==> src/rtl/ysyx_lsu_sq_pkg.sv <==
// ysyx_lsu_sq_pkg: shared types and sizing for the committed-store queue.
//   SQ_XLEN     - data/address width (32)
//   SQ_DEPTH    - default queue depth
//   SQ_PTR_W    - head/tail pointer width for the default depth (index + wrap bit)
//   sq_size_e   - store size encoding (matches iqu_lsu.alu[1:0])
//   sq_entry_t  - one queued store: address, raw data, size
// Optional feature macro used by the queue: YSYX_SQ_FORWARD_EN.
package ysyx_lsu_sq_pkg;

    localparam int unsigned SQ_XLEN = 32;

    localparam int unsigned SQ_DEPTH = 4;
    localparam int unsigned SQ_PTR_W = $clog2(SQ_DEPTH) + 1;

    typedef enum logic [1:0] {
        SQ_SB = 2'b00,
        SQ_SH = 2'b01,
        SQ_SW = 2'b10
    } sq_size_e;

    typedef enum logic {
        SQ_IDLE = 1'b0,
        SQ_BUSY = 1'b1
    } sq_state_e;

    typedef struct packed {
        logic [SQ_XLEN-1:0] addr;
        logic [SQ_XLEN-1:0] data;
        sq_size_e           size;
    } sq_entry_t;

    // The illegal encoding 2'b11 is folded onto SW.
    function automatic sq_size_e sq_decode_size(input logic [1:0] raw);
        return (raw == 2'b11) ? SQ_SW : sq_size_e'(raw);
    endfunction

endpackage

==> src/rtl/ysyx_lsu_sq_align.sv <==
// ysyx_lsu_sq_align: combinational store lane aligner.
//   size_i  - store size (SB/SH/SW)
//   data_i  - unaligned store data in the LSBs
//   off_i   - byte offset inside the word (addr[1:0])
//   strb_o  - 4-bit byte strobe
//   data_o  - data shifted onto its byte lanes
module ysyx_lsu_sq_align
    import ysyx_lsu_sq_pkg::*;
#(
    parameter int unsigned XLEN = SQ_XLEN
) (
    input  sq_size_e        size_i,
    input  logic [XLEN-1:0] data_i,
    input  logic [1:0]      off_i,
    output logic [3:0]      strb_o,
    output logic [XLEN-1:0] data_o
);

    logic [4:0] shamt;

    assign shamt = {off_i, 3'b000};

    // Narrow stores are masked to their width before shifting so upper junk never reaches the bus.
    always_comb begin
        strb_o = 4'hF;
        data_o = data_i;
        case (size_i)
            SQ_SB: begin
                strb_o = 4'b0001 << off_i;
                data_o = XLEN'(data_i[7:0]) << shamt;
            end
            SQ_SH: begin
                strb_o = 4'b0011 << off_i;
                data_o = XLEN'(data_i[15:0]) << shamt;
            end
            default: begin
                strb_o = 4'hF;
                data_o = data_i;
            end
        endcase
    end

endmodule

==> src/rtl/ysyx_lsu_sq.sv <==
// ysyx_lsu_sq: committed-store queue between the commit side and the LSU store port.
//   clock, reset               - core clock, synchronous active-high reset
//   in_valid/in_store/in_alu   - commit slot; alu[1:0] is the store size
//   in_waddr/in_wdata          - store byte address and unaligned data
//   sq_ready                   - a slot is free this cycle
//   sq_empty                   - no queued or in-flight store (fence/fence_i drain)
//   awvalid/awaddr/wvalid/
//   wdata/wstrb/wready         - store half of the LSU bus (master side)
//   ld_araddr/ld_stall         - load conflict check against queued stores
//   ld_hit/ld_rdata            - store-to-load forwarding (YSYX_SQ_FORWARD_EN only)
// Optional feature macro: YSYX_SQ_FORWARD_EN.
module ysyx_lsu_sq
    import ysyx_lsu_sq_pkg::*;
#(
    parameter int unsigned SQ_SIZE = SQ_DEPTH,
    parameter int unsigned XLEN    = SQ_XLEN
) (
    input  logic            clock,
    input  logic            reset,
    input  logic            in_valid,
    input  logic            in_store,
    input  logic [4:0]      in_alu,
    input  logic [XLEN-1:0] in_waddr,
    input  logic [XLEN-1:0] in_wdata,
    output logic            sq_ready,
    output logic            sq_empty,
    output logic            awvalid,
    output logic [XLEN-1:0] awaddr,
    output logic            wvalid,
    output logic [XLEN-1:0] wdata,
    output logic [7:0]      wstrb,
    input  logic            wready,
    input  logic [XLEN-1:0] ld_araddr,
    output logic            ld_stall,
    output logic            ld_hit,
    output logic [XLEN-1:0] ld_rdata
);

    localparam int unsigned IDX_W = $clog2(SQ_SIZE);
    localparam int unsigned PTR_W = IDX_W + 1;

    sq_entry_t              mem_q [SQ_SIZE];
    logic [PTR_W-1:0]       head_q, head_d;
    logic [PTR_W-1:0]       tail_q, tail_d;
    sq_state_e              state_q;
    logic                   awvalid_q;
    logic [XLEN-1:0]        awaddr_q;
    logic [XLEN-1:0]        wdata_q;
    logic [3:0]             wstrb_q;

    logic                   empty, full, push, pop;
    logic [PTR_W-1:0]       count;
    sq_entry_t              head_entry, in_entry;
    logic [3:0]             head_strb;
    logic [XLEN-1:0]        head_data;

    logic                   match_any;
    logic                   young_sw;
    logic [XLEN-1:0]        young_data;
    logic [IDX_W-1:0]       scan_idx;
    logic                   unused_bits;

    assign unused_bits = ^{in_alu[4:2], ld_araddr[1:0]};

    // Pointer status comes only from registered pointers, so a same-cycle pop never frees a slot.
    assign empty = (head_q == tail_q);
    assign full  = (head_q[IDX_W-1:0] == tail_q[IDX_W-1:0]) && (head_q[IDX_W] != tail_q[IDX_W]);
    assign count = tail_q - head_q;
    assign push  = in_valid && in_store && !full;
    assign pop   = (state_q == SQ_BUSY) && wready;

    assign tail_d = push ? tail_q + PTR_W'(1) : tail_q;
    assign head_d = pop  ? head_q + PTR_W'(1) : head_q;

    assign in_entry.addr = in_waddr;
    assign in_entry.data = in_wdata;
    assign in_entry.size = sq_decode_size(in_alu[1:0]);

    assign head_entry = mem_q[head_q[IDX_W-1:0]];

    ysyx_lsu_sq_align #(
        .XLEN (XLEN)
    ) u_align (
        .size_i (head_entry.size),
        .data_i (head_entry.data),
        .off_i  (head_entry.addr[1:0]),
        .strb_o (head_strb),
        .data_o (head_data)
    );

    // Entry storage needs no reset: only slots between head and tail are ever read as valid.
    always_ff @(posedge clock) begin
        if (push) begin
            mem_q[tail_q[IDX_W-1:0]] <= in_entry;
        end
    end

    // Pointers and drain FSM; the head entry stays in the queue until the bus accepts it.
    always_ff @(posedge clock) begin
        if (reset) begin
            head_q    <= '0;
            tail_q    <= '0;
            state_q   <= SQ_IDLE;
            awvalid_q <= 1'b0;
            awaddr_q  <= '0;
            wdata_q   <= '0;
            wstrb_q   <= '0;
        end else begin
            head_q <= head_d;
            tail_q <= tail_d;
            case (state_q)
                SQ_IDLE: begin
                    if (!empty) begin
                        awaddr_q  <= {head_entry.addr[XLEN-1:2], 2'b00};
                        wdata_q   <= head_data;
                        wstrb_q   <= head_strb;
                        awvalid_q <= 1'b1;
                        state_q   <= SQ_BUSY;
                    end
                end
                SQ_BUSY: begin
                    if (wready) begin
                        awvalid_q <= 1'b0;
                        state_q   <= SQ_IDLE;
                    end
                end
                default: begin
                    awvalid_q <= 1'b0;
                    state_q   <= SQ_IDLE;
                end
            endcase
        end
    end

    assign sq_ready = !full;
    assign sq_empty = empty && (state_q == SQ_IDLE);
    assign awvalid  = awvalid_q;
    assign wvalid   = awvalid_q;
    assign awaddr   = awaddr_q;
    assign wdata    = wdata_q;
    assign wstrb    = {4'b0000, wstrb_q};

    // Scan oldest to youngest so the last match seen is the youngest matching store.
    always_comb begin
        match_any  = 1'b0;
        young_sw   = 1'b0;
        young_data = '0;
        scan_idx   = '0;
        for (int unsigned k = 0; k < SQ_SIZE; k++) begin
            scan_idx = head_q[IDX_W-1:0] + IDX_W'(k);
            if ((PTR_W'(k) < count) &&
                (mem_q[scan_idx].addr[XLEN-1:2] == ld_araddr[XLEN-1:2])) begin
                match_any  = 1'b1;
                young_sw   = (mem_q[scan_idx].size == SQ_SW);
                young_data = mem_q[scan_idx].data;
            end
        end
    end

`ifdef YSYX_SQ_FORWARD_EN
    // Only a full-word youngest store can satisfy the load; anything narrower must wait.
    assign ld_hit   = match_any && young_sw;
    assign ld_rdata = (match_any && young_sw) ? young_data : '0;
    assign ld_stall = match_any && !young_sw;
`else
    logic unused_fwd;
    assign unused_fwd = ^{young_sw, young_data};
    assign ld_hit     = 1'b0;
    assign ld_rdata   = '0;
    assign ld_stall   = match_any;
`endif

    a_no_push_when_full: assert property (@(posedge clock) disable iff (reset)
        !(in_valid && in_store && full));

    a_legal_size: assert property (@(posedge clock) disable iff (reset)
        !(in_valid && in_store && !full && (in_alu[1:0] == 2'b11)));

endmodule

==> config.mk <==
export PLATFORM = sky130hd
export DESIGN_NAME = ysyx_lsu_sq
export DESIGN_NICKNAME = d
export VERILOG_FILES = /design/src/rtl/ysyx_lsu_sq_pkg.sv /design/src/rtl/ysyx_lsu_sq_align.sv /design/src/rtl/ysyx_lsu_sq.sv
export SDC_FILE = /design/constraint.sdc
export NUM_CORES = 1
export LEC_CHECK = 0
export CAP_MARGIN = 20
export CORE_MARGIN = 2
export CORE_UTILIZATION = 51
export CTS_BUF_LIST = sky130_fd_sc_hd__clkbuf_16
export DETAILED_ROUTE_END_ITERATION = 8
export HOLD_SLACK_MARGIN = 0.02
export PLACE_DENSITY = 0.83
export SETUP_SLACK_MARGIN = 0.2
export SLEW_MARGIN = 40
export SYNTH_ARGS = -nofsm -noshare
export SYNTH_HDL_FRONTEND = slang
export SYNTH_SLANG_ARGS = --single-unit
==> constraint.sdc <==
create_clock -name clock -period 4.1 [get_ports clock]
set_clock_uncertainty 0.2 [all_clocks]
set_input_delay 0.82 -clock clock [delete_from_list [all_inputs] [get_ports clock]]
set_output_delay 0.82 -clock clock [all_outputs]
set_load 0.005 [all_outputs]
==> run_results.csv <==
group,metric,value,unit
synthesis,syn_avg_cell_area,14.40,sq um
synthesis,synthesis.instances,1171,
place,dp_hpwl,31220,um
floorplanning,die_w,185.9,um
job,max_cap_viol_count,0,
floorplanning,die_y,185.9,um
place,io_buffers,171,
timing,setup_violations,1,
detailed_routing,detail_route.vias_per_cell,6.101,
place,dp_cells,1779,
timing,setup_slack,-0.1584,ns
detailed_routing,drt-total-wl,45040,um
grt,groute.usage.overall,25.99,%
grt,grt_max_degree,58,
synthesis,synth_ff_type,"edfxtp_1",
synthesis,yosysTopAreaCell,"edfxtp_1",
worst_setup_path,end_kind,"output pin",
cts,clockBufferDepth,3,
hold_path,timing.hold.worst.class,"reg2reg",
detailed_routing,drc,0,
timing,slew_violations,0,
finish,fin_nets,1502,
synthesis,synth-seq-cells,340,
worst_setup_path,crit_arrival,3.24,ns
worst_setup_path,crit_fanout,8,
cts,root_buffer,"clkbuf_16",
power_and_ir_drop,leakage,6.807,nW
finish,final_util,64.20,%
worst_setup_path,path_buf_inv,3,
finish,syn_to_final_growth,23.84,%
detailed_routing,first_pass_iters,5,
timing,grt_setup_unrepaired,"true",
grt,overflow,0,
outcome,violations,"negative setup slack",
power_and_ir_drop,ir_worst_vdd,0.3493,mV
detailed_routing,wire_per_inst,24.22,um
worst_setup_path,path_class,"reg2out",
synthesis,synth_area,16870,sq um
timing,fin_crit,4.258,ns
worst_setup_path,crit_chain,"ha_4 > buf_6 > buf_12 > mux4_2 > xnor2_2 > o2111ai_2 > a211oi_2 > nand4_1 > nor4_1 > a211o_1 > buf_2",
synthesis,yosys.area.top_type_share,47.00,%
floorplanning,rows,66,
synthesis,synth-async-reset-ratio,0,%
cts,clock_sinks,340,
worst_setup_path,slowest_delay,0.52,ns
detailed_routing,drt_first_iter_violations,1177,
detailed_routing,vias,11350,
worst_setup_path,critPathTopFamily,"multiplexers",
floorplanning,die_area,34540,sq um
timing,hold_viol_final,0,
floorplanning,core_area,32540,sq um
timing,timing.final.crit_share,103.9,%
grt,grt_pass1_wl,66370,um
cts,cts_buffers,36,
cts,insertion_delay,0.53,ns
finish,drive_gt1_share,22.74,%
worst_setup_path,crit_required,3.08,ns
cts,htree_num_levels,2,
timing,maxSlewHeadroom,49.93,%
floorplanning,start_util,51.84,%
timing,worstMarginPinSlew,0.7510,ns
grt,antenna_found_initial,0,
place,routabilityCongestion,0.9951,
floorplanning,io_pins,216,
synthesis,ys_warn_count,0,
grt,grt_pass1_vias,11090,
finish,final_cells,1860,
synthesis,synthDistinctLibCells,49,
timing,max_freq,234.8,MHz
outcome,status,"finished with violations",
cts,clkTransAtPathRegs,0.06,ns
synthesis,yosys-top-cells-area,"edfxtp_1 47%, mux4_2 17%, dfxtp_1 9.0%",
worst_setup_path,cp_slowest_cell,"mux4_2",
synthesis,ys_seq_area_share,56.02,%
worst_setup_path,cp-start-kind,"flop",
cts,cts_tree,"built",
synthesis,synth-edff-count,264,
power_and_ir_drop,power.density,439.5,nW/um^2
detailed_routing,ant_nets,0,
cells by family after synthesis:
kind of cell    share of synthesized area (%)
flops                                   56.02
simple gates                            5.927
mux                                     21.02
compound gates                          5.823
buf+inv                                 4.525
xor+xnor                                6.023
fa+ha+maj                              0.6379
other cells                           0.02223
through the flow:
| step | power, mW | hold WS, ns | TNS, ns | setup slack (ns) | instance area [sq um] |
|---|---|---|---|---|---|
| detailed placement | 5.875 | 0.2511 | -0.2206 | -0.2206 | 19360 |
| finish | 9.181 | 0.2561 | -0.1584 | -0.1584 | 20890 |
| CTS | 9.147 | 0.2596 | -0.1371 | -0.1371 | 20690 |
| floorplan | 5.119 | 0.2482 | 0 | 0.2143 | 17010 |
| global route | 9.492 | 0.2761 | -0.2447 | -0.2447 | 20880 |
| global placement | 5.840 | 0.2454 | -0.2539 | -0.2539 | 19360 |
placed cells by master (no fill, tap or decap), types with 9 or more instances in the layout:
cell             count
clkinv_2             9
edfxtp_1           264
clkdlybuf4s50_1    169
o21ai_0             33
mux2i_1             40
nand4_1             20
nor2_1              46
o211ai_1            15
buf_4               76
clkbuf_16           38
nand2_1            120
xor2_1              38
inv_1               15
buf_12              15
nor4_1              11
mux4_2             133
a21oi_1             45
dfxtp_1             72
xnor2_1             73
a22oi_1             31
conb_1              39
area by class of cell:
class | count | area (sq um)
clock inverters | 29 | 266.5
multi-input cells | 729 | 6930
diodes | 2 | 5.005
repair buffers | 271 | 2711
inverters | 10 | 37.54
clock buffers | 37 | 925.9
flip-flops and latches | 340 | 9459
well taps | 442 | 553.0
fillers | 2303 | 11650
final timing paths:
check,start,end,slack (ns),cells after the start
setup / recovery,head_q[0]$_SDFFE_PP0P_,ld_stall,-0.16,11
setup reg to reg,flop,wdata[18]$_SDFFE_PP0P_,0.69,8
hold / removal,awaddr[16]$_SDFFE_PP0P_,awaddr[16]$_SDFFE_PP0P_,0.26,2
hold reg to reg,awaddr[16]$_SDFFE_PP0P_,awaddr[16]$_SDFFE_PP0P_,0.26,2
per-layer routing:
| layer | up-vias | track usage, % | part of all wire, % |
|---|---|---|---|
| li1 | 4881 | - | - |
| met1 | 5716 | 35.07 | 38 |
| met2 | 666 | 42.22 | 49 |
| met3 | 84 | 5.733 | 10 |
| met4 | 0 | 8.441 | 2.8 |
| met5 | - | 0 | 0 |
registers in the layout, summed over array words and instances (netlist names), named ones only:
register,flops
awaddr,30
awvalid,1
head_q,3
mem_q,264
state_q,1
tail_q,3
wdata,32
wstrb_q,4
timing repair:
| action | 4_1_cts | 5_1_grt |
|---|---|---|
| setup endpoints to repair | 1 | 1 |
| gates cloned | 0 | 1 |
| pin swaps | 6 | 6 |
| hold buffers | 0 | 0 |
| gates resized for setup | 28 | 27 |
| buffers inserted | 6 | 6 |
cell usage after synthesis (all sizes together) (7+ instances only):
| library cell | instances |
|---|---|
| a21oi | 46 |
| a22oi | 31 |
| buf | 78 |
| clkbuf | 52 |
| dfxtp | 76 |
| edfxtp | 264 |
| ha | 7 |
| inv | 10 |
| mux2i | 46 |
| mux4 | 135 |
| nand2 | 120 |
| nand4 | 20 |
| nor2 | 47 |
| nor4 | 13 |
| o211ai | 15 |
| o21ai | 34 |
| xnor2 | 78 |
| xor2 | 38 |
power breakdown:
group | total [mW] | internal [mW] | leakage, nW | switching (mW)
Sequential | 3.99 | 3.88 | 3.02 | 0.105
Combinational | 1.95 | 0.969 | 3.18 | 0.979
Clock | 3.25 | 1.91 | 0.605 | 1.34
Total | 9.18 | 6.76 | 6.81 | 2.42
tightest hold or removal path, delay by kind of cell (launching register included):
kind | cells | cell delay (ns)
AO/OA/AOI/OAI | 1 | 0.05
flip-flops | 1 | 0.30
AND/OR/NAND/NOR | 1 | 0.05
(Power assumes the default switching activity.)
